<file path="config.mk">
export PLATFORM = sky130hd
export DESIGN_NAME = cdb_arbiter
export DESIGN_NICKNAME = d
export VERILOG_FILES = /design/src/rtl/cdb_arbiter.sv
export SDC_FILE = /design/constraint.sdc
export NUM_CORES = 1
export LEC_CHECK = 0
export BUFFER_PORTS_ARGS = -buffer_cell sky130_fd_sc_hd__buf_4
export CAP_MARGIN = 25
export CELL_PAD_IN_SITES_DETAIL_PLACEMENT = 0
export CELL_PAD_IN_SITES_GLOBAL_PLACEMENT = 1
export CORE_UTILIZATION = 40
export CTS_CLUSTER_SIZE = 16
export DETAILED_ROUTE_END_ITERATION = 10
export PLACE_DENSITY_LB_ADDON = 0.3
export SLEW_MARGIN = 20
export SYNTH_ARGS = -nofsm -noshare
export SYNTH_HDL_FRONTEND = slang
export SYNTH_SLANG_ARGS = --single-unit
</file>
<file path="constraint.sdc">
create_clock -name clk_in -period 15.1 [get_ports clk_in]
set_clock_uncertainty 0.05 [all_clocks]
set_input_delay 3.02 -clock clk_in [delete_from_list [all_inputs] [get_ports clk_in]]
set_output_delay 3.02 -clock clk_in [all_outputs]
set_load 0.05 [all_outputs]
</file>
<file path="src/rtl/cdb_arbiter.sv">
// rtl/cdb_arbiter.sv - common data bus: per-source FIFOs, round-robin grant onto registered buses
// Up to NUM_BUS FIFO heads win each cycle in scan order from the RR pointer.
module cdb_arbiter #(
  parameter int NUM_SRC    = 4,
  parameter int NUM_BUS    = 2,
  parameter int ROB_W      = 5,
  parameter int DATA_W     = 32,
  parameter int FIFO_DEPTH = 2
) (
  input  logic                        clk_in,
  input  logic                        rst_in,
  input  logic                        rdy_in,
  input  logic                        clear_in,
  input  logic [NUM_SRC-1:0]          src_valid,
  input  logic [NUM_SRC*ROB_W-1:0]    src_rob_id,
  input  logic [NUM_SRC*DATA_W-1:0]   src_value,
  output logic [NUM_SRC-1:0]          src_ready,
  output logic [NUM_BUS-1:0]          cdb_valid,
  output logic [NUM_BUS*ROB_W-1:0]    cdb_rob_id,
  output logic [NUM_BUS*DATA_W-1:0]   cdb_value
);

  localparam int AW = $clog2(FIFO_DEPTH);
  localparam int PW = (NUM_SRC > 1) ? $clog2(NUM_SRC) : 1;
  localparam int CW = $clog2(NUM_BUS + 1);

  logic [ROB_W-1:0]  r_mem_rob [NUM_SRC][FIFO_DEPTH];
  logic [DATA_W-1:0] r_mem_val [NUM_SRC][FIFO_DEPTH];
  logic [AW:0]       r_wptr    [NUM_SRC];
  logic [AW:0]       r_rptr    [NUM_SRC];
  logic [PW-1:0]     r_rr;
  logic [NUM_BUS-1:0] r_cdb_valid;
  logic [ROB_W-1:0]  r_cdb_rob [NUM_BUS];
  logic [DATA_W-1:0] r_cdb_val [NUM_BUS];

  logic [NUM_SRC-1:0] w_empty;
  logic [NUM_SRC-1:0] w_full;
  logic [NUM_SRC-1:0] w_push;
  logic [NUM_SRC-1:0] w_grant;
  logic [ROB_W-1:0]   w_head_rob [NUM_SRC];
  logic [DATA_W-1:0]  w_head_val [NUM_SRC];
  logic [PW-1:0]      w_bus_src  [NUM_BUS];
  logic [CW-1:0]      w_gcnt;
  logic [PW-1:0]      w_last;
  logic [PW-1:0]      w_rr_next;
  logic [PW:0]        w_scan;
  logic [PW-1:0]      w_sidx;

  always_comb begin
    for (int i = 0; i < NUM_SRC; i++) begin
      w_empty[i]    = (r_wptr[i] == r_rptr[i]);
      w_full[i]     = (r_wptr[i][AW] != r_rptr[i][AW]) &&
                      (r_wptr[i][AW-1:0] == r_rptr[i][AW-1:0]);
      w_head_rob[i] = r_mem_rob[i][r_rptr[i][AW-1:0]];
      w_head_val[i] = r_mem_val[i][r_rptr[i][AW-1:0]];
    end
  end

  // Readiness looks only at registered occupancy: a full FIFO refuses even while popped.
  assign src_ready = {NUM_SRC{rdy_in & ~clear_in}} & ~w_full;
  assign w_push    = src_valid & src_ready;

  always_comb begin
    w_grant = '0;
    w_gcnt  = '0;
    w_last  = r_rr;
    w_scan  = '0;
    w_sidx  = '0;
    for (int b = 0; b < NUM_BUS; b++) w_bus_src[b] = '0;
    for (int k = 0; k < NUM_SRC; k++) begin
      w_scan = {1'b0, r_rr} + (PW+1)'(k);
      if (w_scan >= (PW+1)'(NUM_SRC)) w_scan = w_scan - (PW+1)'(NUM_SRC);
      w_sidx = w_scan[PW-1:0];
      if (!w_empty[w_sidx] && (w_gcnt < CW'(NUM_BUS))) begin
        for (int b = 0; b < NUM_BUS; b++)
          if (w_gcnt == CW'(b)) w_bus_src[b] = w_sidx;
        w_grant[w_sidx] = 1'b1;
        w_last          = w_sidx;
        w_gcnt          = w_gcnt + 1'b1;
      end
    end
    w_rr_next = (w_last == PW'(NUM_SRC - 1)) ? '0 : w_last + 1'b1;
  end

  always_ff @(posedge clk_in) begin
    if (rst_in) begin
      for (int i = 0; i < NUM_SRC; i++) begin
        r_wptr[i] <= '0;
        r_rptr[i] <= '0;
      end
      r_rr        <= '0;
      r_cdb_valid <= '0;
      for (int b = 0; b < NUM_BUS; b++) begin
        r_cdb_rob[b] <= '0;
        r_cdb_val[b] <= '0;
      end
    end else if (clear_in) begin
      for (int i = 0; i < NUM_SRC; i++) begin
        r_wptr[i] <= '0;
        r_rptr[i] <= '0;
      end
      r_rr        <= '0;
      r_cdb_valid <= '0;
    end else if (rdy_in) begin
      for (int i = 0; i < NUM_SRC; i++) begin
        if (w_push[i])  r_wptr[i] <= r_wptr[i] + 1'b1;
        if (w_grant[i]) r_rptr[i] <= r_rptr[i] + 1'b1;
      end
      if (w_gcnt != '0) r_rr <= w_rr_next;
      for (int b = 0; b < NUM_BUS; b++) begin
        r_cdb_valid[b] <= (CW'(b) < w_gcnt);
        r_cdb_rob[b]   <= w_head_rob[w_bus_src[b]];
        r_cdb_val[b]   <= w_head_val[w_bus_src[b]];
      end
    end
  end

  always_ff @(posedge clk_in) begin
    for (int i = 0; i < NUM_SRC; i++) begin
      if (w_push[i] && !rst_in) begin
        r_mem_rob[i][r_wptr[i][AW-1:0]] <= src_rob_id[i*ROB_W +: ROB_W];
        r_mem_val[i][r_wptr[i][AW-1:0]] <= src_value[i*DATA_W +: DATA_W];
      end
    end
  end

  assign cdb_valid = r_cdb_valid;

  always_comb begin
    cdb_rob_id = '0;
    cdb_value  = '0;
    for (int b = 0; b < NUM_BUS; b++) begin
      cdb_rob_id[b*ROB_W +: ROB_W]   = r_cdb_rob[b];
      cdb_value[b*DATA_W +: DATA_W]  = r_cdb_val[b];
    end
  end

endmodule
</file>
Yosys cells after proc, flatten, opt, wreduce, memory -nomap -nowiden
Memory sizes are Yosys's and may differ from the RTL's.
Cells that the tools add are included.
- bits in registers: 4
- memory bits (writable): 386
- input bits: 156
- output and inout bits: 80
- word-level logic and storage cells: 317
- memories kept: 6
- $add $sub $neg: 19
- magnitude comparators: 31
- equality and inequality tests: 16
- multiplexer cells: 176
- bitwise gates (word level): 38
- reduce and logical (&&, ||, !) cells: 29
- memories (name ; words ; width ; rd ports ; clocked after Yosys merged registers in ; write ports ; RTL line ; text):
    r_mem_val ; 4 ; 64 ; 4 ; 0 ; 4 ; 28 ; logic [DATA_W-1:0] r_mem_val [NUM_SRC][FIFO_DEPTH];
    r_cdb_val ; 2 ; 32 ; 2 ; 0 ; 2 ; 34 ; logic [DATA_W-1:0] r_cdb_val [NUM_BUS];
    r_mem_rob ; 4 ; 10 ; 4 ; 0 ; 4 ; 27 ; logic [ROB_W-1:0] r_mem_rob [NUM_SRC][FIFO_DEPTH];
    r_cdb_rob ; 2 ; 5 ; 2 ; 0 ; 2 ; 33 ; logic [ROB_W-1:0] r_cdb_rob [NUM_BUS];
    r_rptr ; 4 ; 2 ; 4 ; 0 ; 4 ; 30 ; logic [AW:0] r_rptr [NUM_SRC];
    r_wptr ; 4 ; 2 ; 4 ; 0 ; 4 ; 29 ; logic [AW:0] r_wptr [NUM_SRC];
- operators by type and width (kind ; number):
    32-bit 2-to-1 mux ; 22
    64-bit 2-to-1 mux ; 4
    32-bit binary-select mux with 2-bit select ; 2
    32-bit demux with 1-bit select ; 4
    5-bit 2-to-1 mux ; 22
    2-bit 2-to-1 mux ; 35
    1-bit 2-to-1 mux ; 62
    10-bit 2-to-1 mux ; 4
    4-bit 2-to-1 mux ; 7
    2-bit by 1-bit adder with 2-bit output, second input constant ; 12
    5-bit binary-select mux with 2-bit select ; 2
    5-bit demux with 1-bit select ; 4
    1-bit OR ; 20
    1-bit logical AND ; 19
    2-bit greater-or-equal comparator, second input constant ; 8
    1-bit inverter with 2-bit output ; 8
    3-bit greater-or-equal comparator, second input constant ; 5
    2-bit by 3-bit < comparator with 1-bit output, second input constant ; 4
    4-bit OR ; 3
    4-bit bitwise AND ; 2
    1-bit binary-select mux with 2-bit select ; 4
    1-bit demux with 2-bit select ; 4
    2-bit == test ; 4
    2-bit by 1-bit greater-or-equal comparator with 1-bit output, second input constant ; 4
    other kinds (20) ; 44

Longest topological paths before layout
Gate-level depths: netlist of the first run.
- depth in word-level cells: 20
- gate-level depth with buffers: 19
- depth with buffers taken out: 14

Least setup slack after synthesis of the first run
No wires, ideal clock.
- path type: input port to flip-flop
- start point: in rdy_in
- end point: mem r_mem_rob[1][0] (netlist name), enable pin
- setup time: 0.485 ns
- arrival: 7.327 ns
- data required time: 14.565 ns
- path slack: 7.238 ns
- stages: 5
- buffers on the path: 1
- cell sequence: clkbuf_1 nand2_1 a21oi_1 nand2_1 nor3b_1
- RTL lines (element ; RTL line ; text):
    from (decl) ; 12 ; input logic rdy_in,
    to (decl) ; 27 ;

Worst setup path in the final report of the first run
- start point: in clear_in
- end point: out src_ready[3]
- longest elaborated chain between the ends: 3
- RTL lines (element ; RTL line ; text):
    from (decl) ; 13 ; input logic clear_in,
    1-bit inverter ; 60 ; assign src_ready = {NUM_SRC{rdy_in & ~clear_in}} & ~w_full;
    1-bit bitwise AND ; 60 ;
    4-bit bitwise AND ; 60 ;
    to (decl) ; 17 ; output logic [NUM_SRC-1:0] src_ready,
Every way passes these cells.

==> impl_metrics.tcl, run 1 <==
set metrics [dict create \
    status "completed" \
    dpl.hpwl_um 27100 \
    grt_pass1_vias 10326 \
    grt_remaining_overflow 0 \
    critical_path_class "in2out" \
    final.setup.tns_ps 0 \
    worst_pin_slew_ps 997 \
    fin_crit_ps 6930 \
    cts.sinks 390 \
    grt_max_degree 51 \
    cts_setup_buffers 0 \
    cp.required_ps 12030 \
    rows 75 \
    yosys.area.top_type "edfxtp_1" \
    yosysSeqAreaShare_pct 68.0 \
    drt_first_pass_iters 6 \
    drt_iter0_drc 593 \
    holdWs_ps 505 \
    die_x_um 209 \
    synth_common_cells "edfxtp_1 (382), mux2i_1 (151), mux2_2 (148), o22ai_1 (60), clkbuf_1 (24)" \
    maxSlewHeadroom_pct 33.6 \
    cp-end-kind "output port" \
    dr_wl_met2_um 21500 \
    antenna_found_initial 4 \
    finalSetupViolations 0 \
    cts_resized 0 \
    synthCells 1024 \
    ys.flop_type "edfxtp_1" \
    htree_num_levels 2 \
    slew_violations 0 \
    areaGrowthSynthToFinish_pct 21.2 \
    vias_per_cell 5.34 \
    hp-class "reg2reg" \
    rsz0062_at_grt "no" \
    design.core.area_mm2 0.0420 \
    ctsHoldBuffers 0 \
    dieArea_mm2 0.0436 \
    p_per_area_mw_per_mm2 191 \
    place.gp.congestion 0.799 \
    die_y_um 209 \
    wl_met3_um 1920 \
    wire_per_inst_um 23.5 \
    io_pins 236 \
    power.leakage_uw 0.00767 \
    drt-total-wl_um 43200 \
    syn_avg_cell_area_um2 16.7 \
    nets 1437 \
    clkLatencyLatePin_ps 560 \
    crit_path_start_kind "input pin" \
    r2r_start "r_rr[1]" \
    met1_length_um 18600 \
    drive_above_1_share_pct 38.9 \
    cts_buffer_depth 3 \
    synth_area_leaders "edfxtp_1 (67%), mux2_2 (9.7%), mux2i_1 (8.8%)" \
    worstPathArrival_ps 3860 \
    synth_cell_types 58 \
    peakVddDrop_mv 0.240 \
    grt_pass1_wl_um 63900 \
    async_flop_share_pct 0 \
    maxCapViolations 0 \
    min_period_over_period_pct 45.9 \
    synth_fp_nets 1194 \
    yosys.area.top_type_share_pct 67.1 \
    critical_path.startpoint "clear_in" \
    root_buffer "clkbuf_16" \
    cts_buffers 42 \
    num_vias 9825 \
    worstPathMaxFanout 5 \
    yosysMostFrequentCell "edfxtp_1" \
    grt_use_total_pct 19.9 \
    synth_edf_count 382 \
    io_buffers 235 \
    ys_ff_latch 390 \
    hold_violations 0 \
    syn_area_mm2 0.0171 \
    ys_warn_count 0 \
    cts.clk_slew.worst_paths_ps 60 \
    highest_layer "met5" \
    drcViolationCount 0 \
    start_util_pct 40.7 \
    max_freq_ghz 0.144 \
    hp-start "r_rptr[2][1]" \
    drtAntennaViolNets 0 \
    tritoncts "yes" \
]
flip-flops by register name (all words and copies together), names as in the netlist:
register   flops
r_cdb_rob     10
r_rr           2
r_mem_val    256
r_cdb_val     64
r_wptr         8
r_mem_rob     40
cdb_valid      2
r_rptr         8
kinds of logic after synthesis:
group / synth area share, %
simple gates: 2.94
fa+ha+maj: 1.02
mux: 19.1
flops: 68.0
compound gates: 5.42
buf+inv: 2.40
xor+xnor: 1.08
layer usage:
metal | global-route usage, % | up-vias
li1 | - | 4534
met1 | 25.2 | 4975
met2 | 33.7 | 245
met3 | 3.46 | 69
met4 | 7.91 | 2
met5 | 0 | -
final timing paths:
check | endpoint | slack [ps] | cells past startpoint
setup / recovery | src_ready[3] | 8170 | 5
hold / removal | r_rptr[2][1] | 510 | 1
setup reg to reg | r_cdb_val[0][35] | 9270 | 15
hold reg to reg | r_rptr[2][1] | 510 | 1
power breakdown:
group / leakage, uW / total, uW / internal, uW / switching (uW)
clock: 0.000619 / 955 / 539 / 415
sequential: 0.00366 / 1320 / 1280 / 34.1
combinational: 0.00339 / 1680 / 671 / 1010
total: 0.00767 / 3960 / 2490 / 1460
critical path, stage by stage:
cell and delay [ps]:
buf_4 120, inv_1 60, nand2_1 140, a21oi_1 270, buf_4 250
per-stage QoR:
stage | worst slack [ps] | power (uW) | utilization, % | area [um2] | cells
after floorplan | 7240 | 2660 | - | 17100 | 1024
after global placement | 8170 | 3010 | 46.2 | 19400 | 1761
after detailed placement | 8150 | 3020 | 46.3 | 19500 | 1762
after CTS | 8150 | 3990 | 49.3 | 20700 | 1836
after global routing | 8080 | 4130 | 49.3 | 20700 | 1839
final | 8170 | 3960 | 49.3 | 20700 | 1839
layout make-up:
type	count	area, um2
antenna	3	7.51
clock buffer	51	1110
clock inverter	23	153
fill	3591	21300
inverter	14	52.6
multi-input combinational	562	5150
sequential	390	11600
tap	539	674
timing repair buffer	257	1940
cell usage in the layout, fill, tap and decap left out, types with 6 or more instances in the layout:
cell type / synthesis / final
xor2_1: 10 / 10
clkinv_2: 0 / 8
a21oi_1: 12 / 12
nand2_1: 23 / 21
clkbuf_1: 24 / 8
mux2i_1: 151 / 151
nor2_1: 23 / 17
dfxtp_1: 8 / 7
buf_4: 8 / 256
xnor2_1: 11 / 11
inv_1: 13 / 13
edfxtp_1: 382 / 382
clkinv_1: 0 / 10
ha_1: 14 / 14
nand3_1: 15 / 15
nand2b_1: 8 / 6
o22ai_1: 60 / 60
o22ai_2: 16 / 16
o21ai_0: 7 / 7
clkbuf_16: 0 / 43
nor2_4: 1 / 7
mux2_2: 148 / 148
(Power assumes the default switching activity.)
==> run 2: changes to the inputs <==
==> constraint.sdc (replaced) <==
create_clock -name clk_in -period 6.2 [get_ports clk_in]
set_clock_uncertainty 0.05 [all_clocks]
set_input_delay 1.24 -clock clk_in [delete_from_list [all_inputs] [get_ports clk_in]]
set_output_delay 1.24 -clock clk_in [all_outputs]
set_load 0.05 [all_outputs]
==> impl_metrics.tcl, run 2 (synthesis results as in run 1) <==
set metrics [dict create \
    clkLatencyLatePin_ps 580 \
    hold_path_end "r_rptr[2][1]" \
    drt_iter0_drc 639 \
    cts_setup_buffers 0 \
    grt_pass1_vias 10051 \
    grt_max_degree 75 \
    worstPathArrival_ps 5810 \
    final_cell_mix "edfxtp_1 (382), buf_4 (256), mux2i_1 (151), mux2_2 (148), o22ai_1 (60)" \
    drcViolationCount 0 \
    io_buffers 235 \
    tritoncts "yes" \
    start_util_pct 40.7 \
    crit_path_start_kind "register" \
    p_int_uw 6280 \
    drt_first_pass_iters 4 \
    cp-end-kind "register" \
    finalSetupViolations 0 \
    antenna_found_initial 3 \
    peakVddDrop_mv 0.683 \
    status "completed" \
    r2r-end "r_cdb_val[0][32]" \
    p_per_area_mw_per_mm2 473 \
    worst_pin_slew_ps 961 \
    grt_remaining_overflow 0 \
    hp-class "reg2reg" \
    cts_buffer_depth 3 \
    areaGrowthSynthToFinish_pct 22.3 \
    cts.sinks 390 \
    slew_violations 0 \
    drtAntennaViolNets 0 \
    root_buffer "clkbuf_16" \
    largest_reg_flops 256 \
    final_common_cell "edfxtp_1" \
    cts_resized 0 \
    fin_cells 1842 \
    crit_buf_inv 4 \
    cp.required_ps 6560 \
    dp_cells 1765 \
    dpl.hpwl_um 29100 \
    vias_per_cell 5.38 \
    hold_violations 0 \
    grt_use_met2_pct 34.0 \
    gr-usage-met1_pct 26.7 \
    cp_top_family "simple AND/OR/NAND/NOR gates" \
    cp_cell_sequence "inv_1 -> ha_1 -> inv_1 -> mux4_2 -> ha_1 -> or3_1 -> and2_1 -> inv_1 -> ha_1 -> o2111ai_2 -> and4_1 -> a211oi_1 -> nand2_2 -> buf_4 -> o22ai_1" \
    rows 75 \
    max_freq_ghz 0.184 \
    grt_use_total_pct 20.3 \
    nets 1441 \
    netSwitchingFraction_pct 36.5 \
    slowest_stage "dfxtp_1" \
    critical_path_class "reg2reg" \
    place.gp.congestion 0.870 \
    p_comb_share_pct 41.4 \
    design.core.area_mm2 0.0420 \
    ctsHoldBuffers 0 \
    htree_num_levels 2 \
    ff2ff_path_depth 15 \
    final.setup.tns_ps 0 \
    r2r_start "r_rr[1]" \
    gr-max-usage-layer "met2" \
    hp-start "r_rptr[2][1]" \
    num_vias 9901 \
    fin_util_pct 49.8 \
    maxSlewHeadroom_pct 35.7 \
    min_period_over_period_pct 87.8 \
    fin_crit_ps 5450 \
    wire_per_inst_um 24.1 \
    dpl-instance-area_mm2 0.0195 \
    grtUsageMet3_pct 3.35 \
    drive_above_1_share_pct 39.5 \
    maxCapViolations 0 \
    cts_buffers 43 \
    drt-total-wl_um 44500 \
    die_y_um 209 \
    worstPathMaxFanout 19 \
    cts.clk_slew.worst_paths_ps 70 \
    whs_path_depth 1 \
    p_seq_share_pct 32.8 \
    clkPwrFrac_pct 25.8 \
    power.leakage_uw 0.00776 \
    p_sw_uw 3610 \
    critPathMaxStageDelay_ps 640 \
    rsz0062_at_grt "no" \
    grt_pass1_wl_um 64200 \
    design_area_mm2 0.0209 \
    io_pins 236 \
    die_x_um 209 \
    fillCellCount 3547 \
    dieArea_mm2 0.0436 \
    rrSetupSlack_ps 750 \
]
run 2: cell types whose count changed in the layout (fill, tap and decap cells not counted), sizes merged:
cell	before	now
buf	257	260
bufinv	1	5
clkbuf	51	53
clkinv	19	13
clkinvlp	1	4
diode	3	1
inv	16	15
run 2: per-layer routing:
layer / vias up / wire, um
met5: - / 25
met3: 61 / 2050
met2: 247 / 21900
met1: 5045 / 19500
met4: 4 / 1050
li1: 4544 / -
run 2: final cells by class:
cell class / count / area [um2] / area share, %
flip-flops and latches: 390 / 11600 / 55.6
multi-input cells: 562 / 5150 / 24.6
repair buffers: 260 / 2000 / 9.57
clock buffers: 53 / 1110 / 5.32
well taps: 539 / 674 / 3.22
clock inverters: 23 / 289 / 1.38
inverters: 14 / 52.6 / 0.251
diodes: 1 / 2.50 / 0.0120
run 2: worst register-to-register path: cells and delay by family (launching register included):
kind / cells / cell delay [ps]
AND/OR/NAND/NOR: 4 / 1390
adder cells (fa/ha/maj): 3 / 1090
buffers and inverters: 4 / 900
AO/OA/AOI/OAI: 3 / 770
flip-flops: 1 / 640
multiplexers: 1 / 440
run 2: worst max-delay path by stage:
stage                            end  slack (ps)  depth (start not counted)    start
finish              r_cdb_val[0][32]         750                         15  r_rr[1]
floorplan            r_mem_rob[1][0]         120                          5   rdy_in
detailed placement  r_cdb_val[0][45]         800                         15  r_rr[1]
global route        r_cdb_val[0][35]         420                         15  r_rr[1]
CTS                 r_cdb_val[0][32]         740                         15  r_rr[1]
global placement    r_cdb_val[0][35]         900                         15  r_rr[1]
run 2: metrics by stage:
stage | total power, uW | setup WS, ps | hold slack (ps)
4_1_cts | 9970 | 742 | 486
5_1_grt | 10300 | 416 | 516
6_report | 9890 | 753 | 483
3_5_place_dp | 7410 | 803 | 477
2_1_floorplan | 6490 | 118 | 450
3_3_place_gp | 7390 | 902 | 474
run 2: power groups by stage:
stage	clock network, uW	logic (uW)	registers, uW
2_1_floorplan	0	2790	3700
3_3_place_gp	0	4090	3300
3_5_place_dp	0	4110	3300
4_1_cts	2610	4120	3250
5_1_grt	2690	4370	3260
6_report	2550	4100	3240
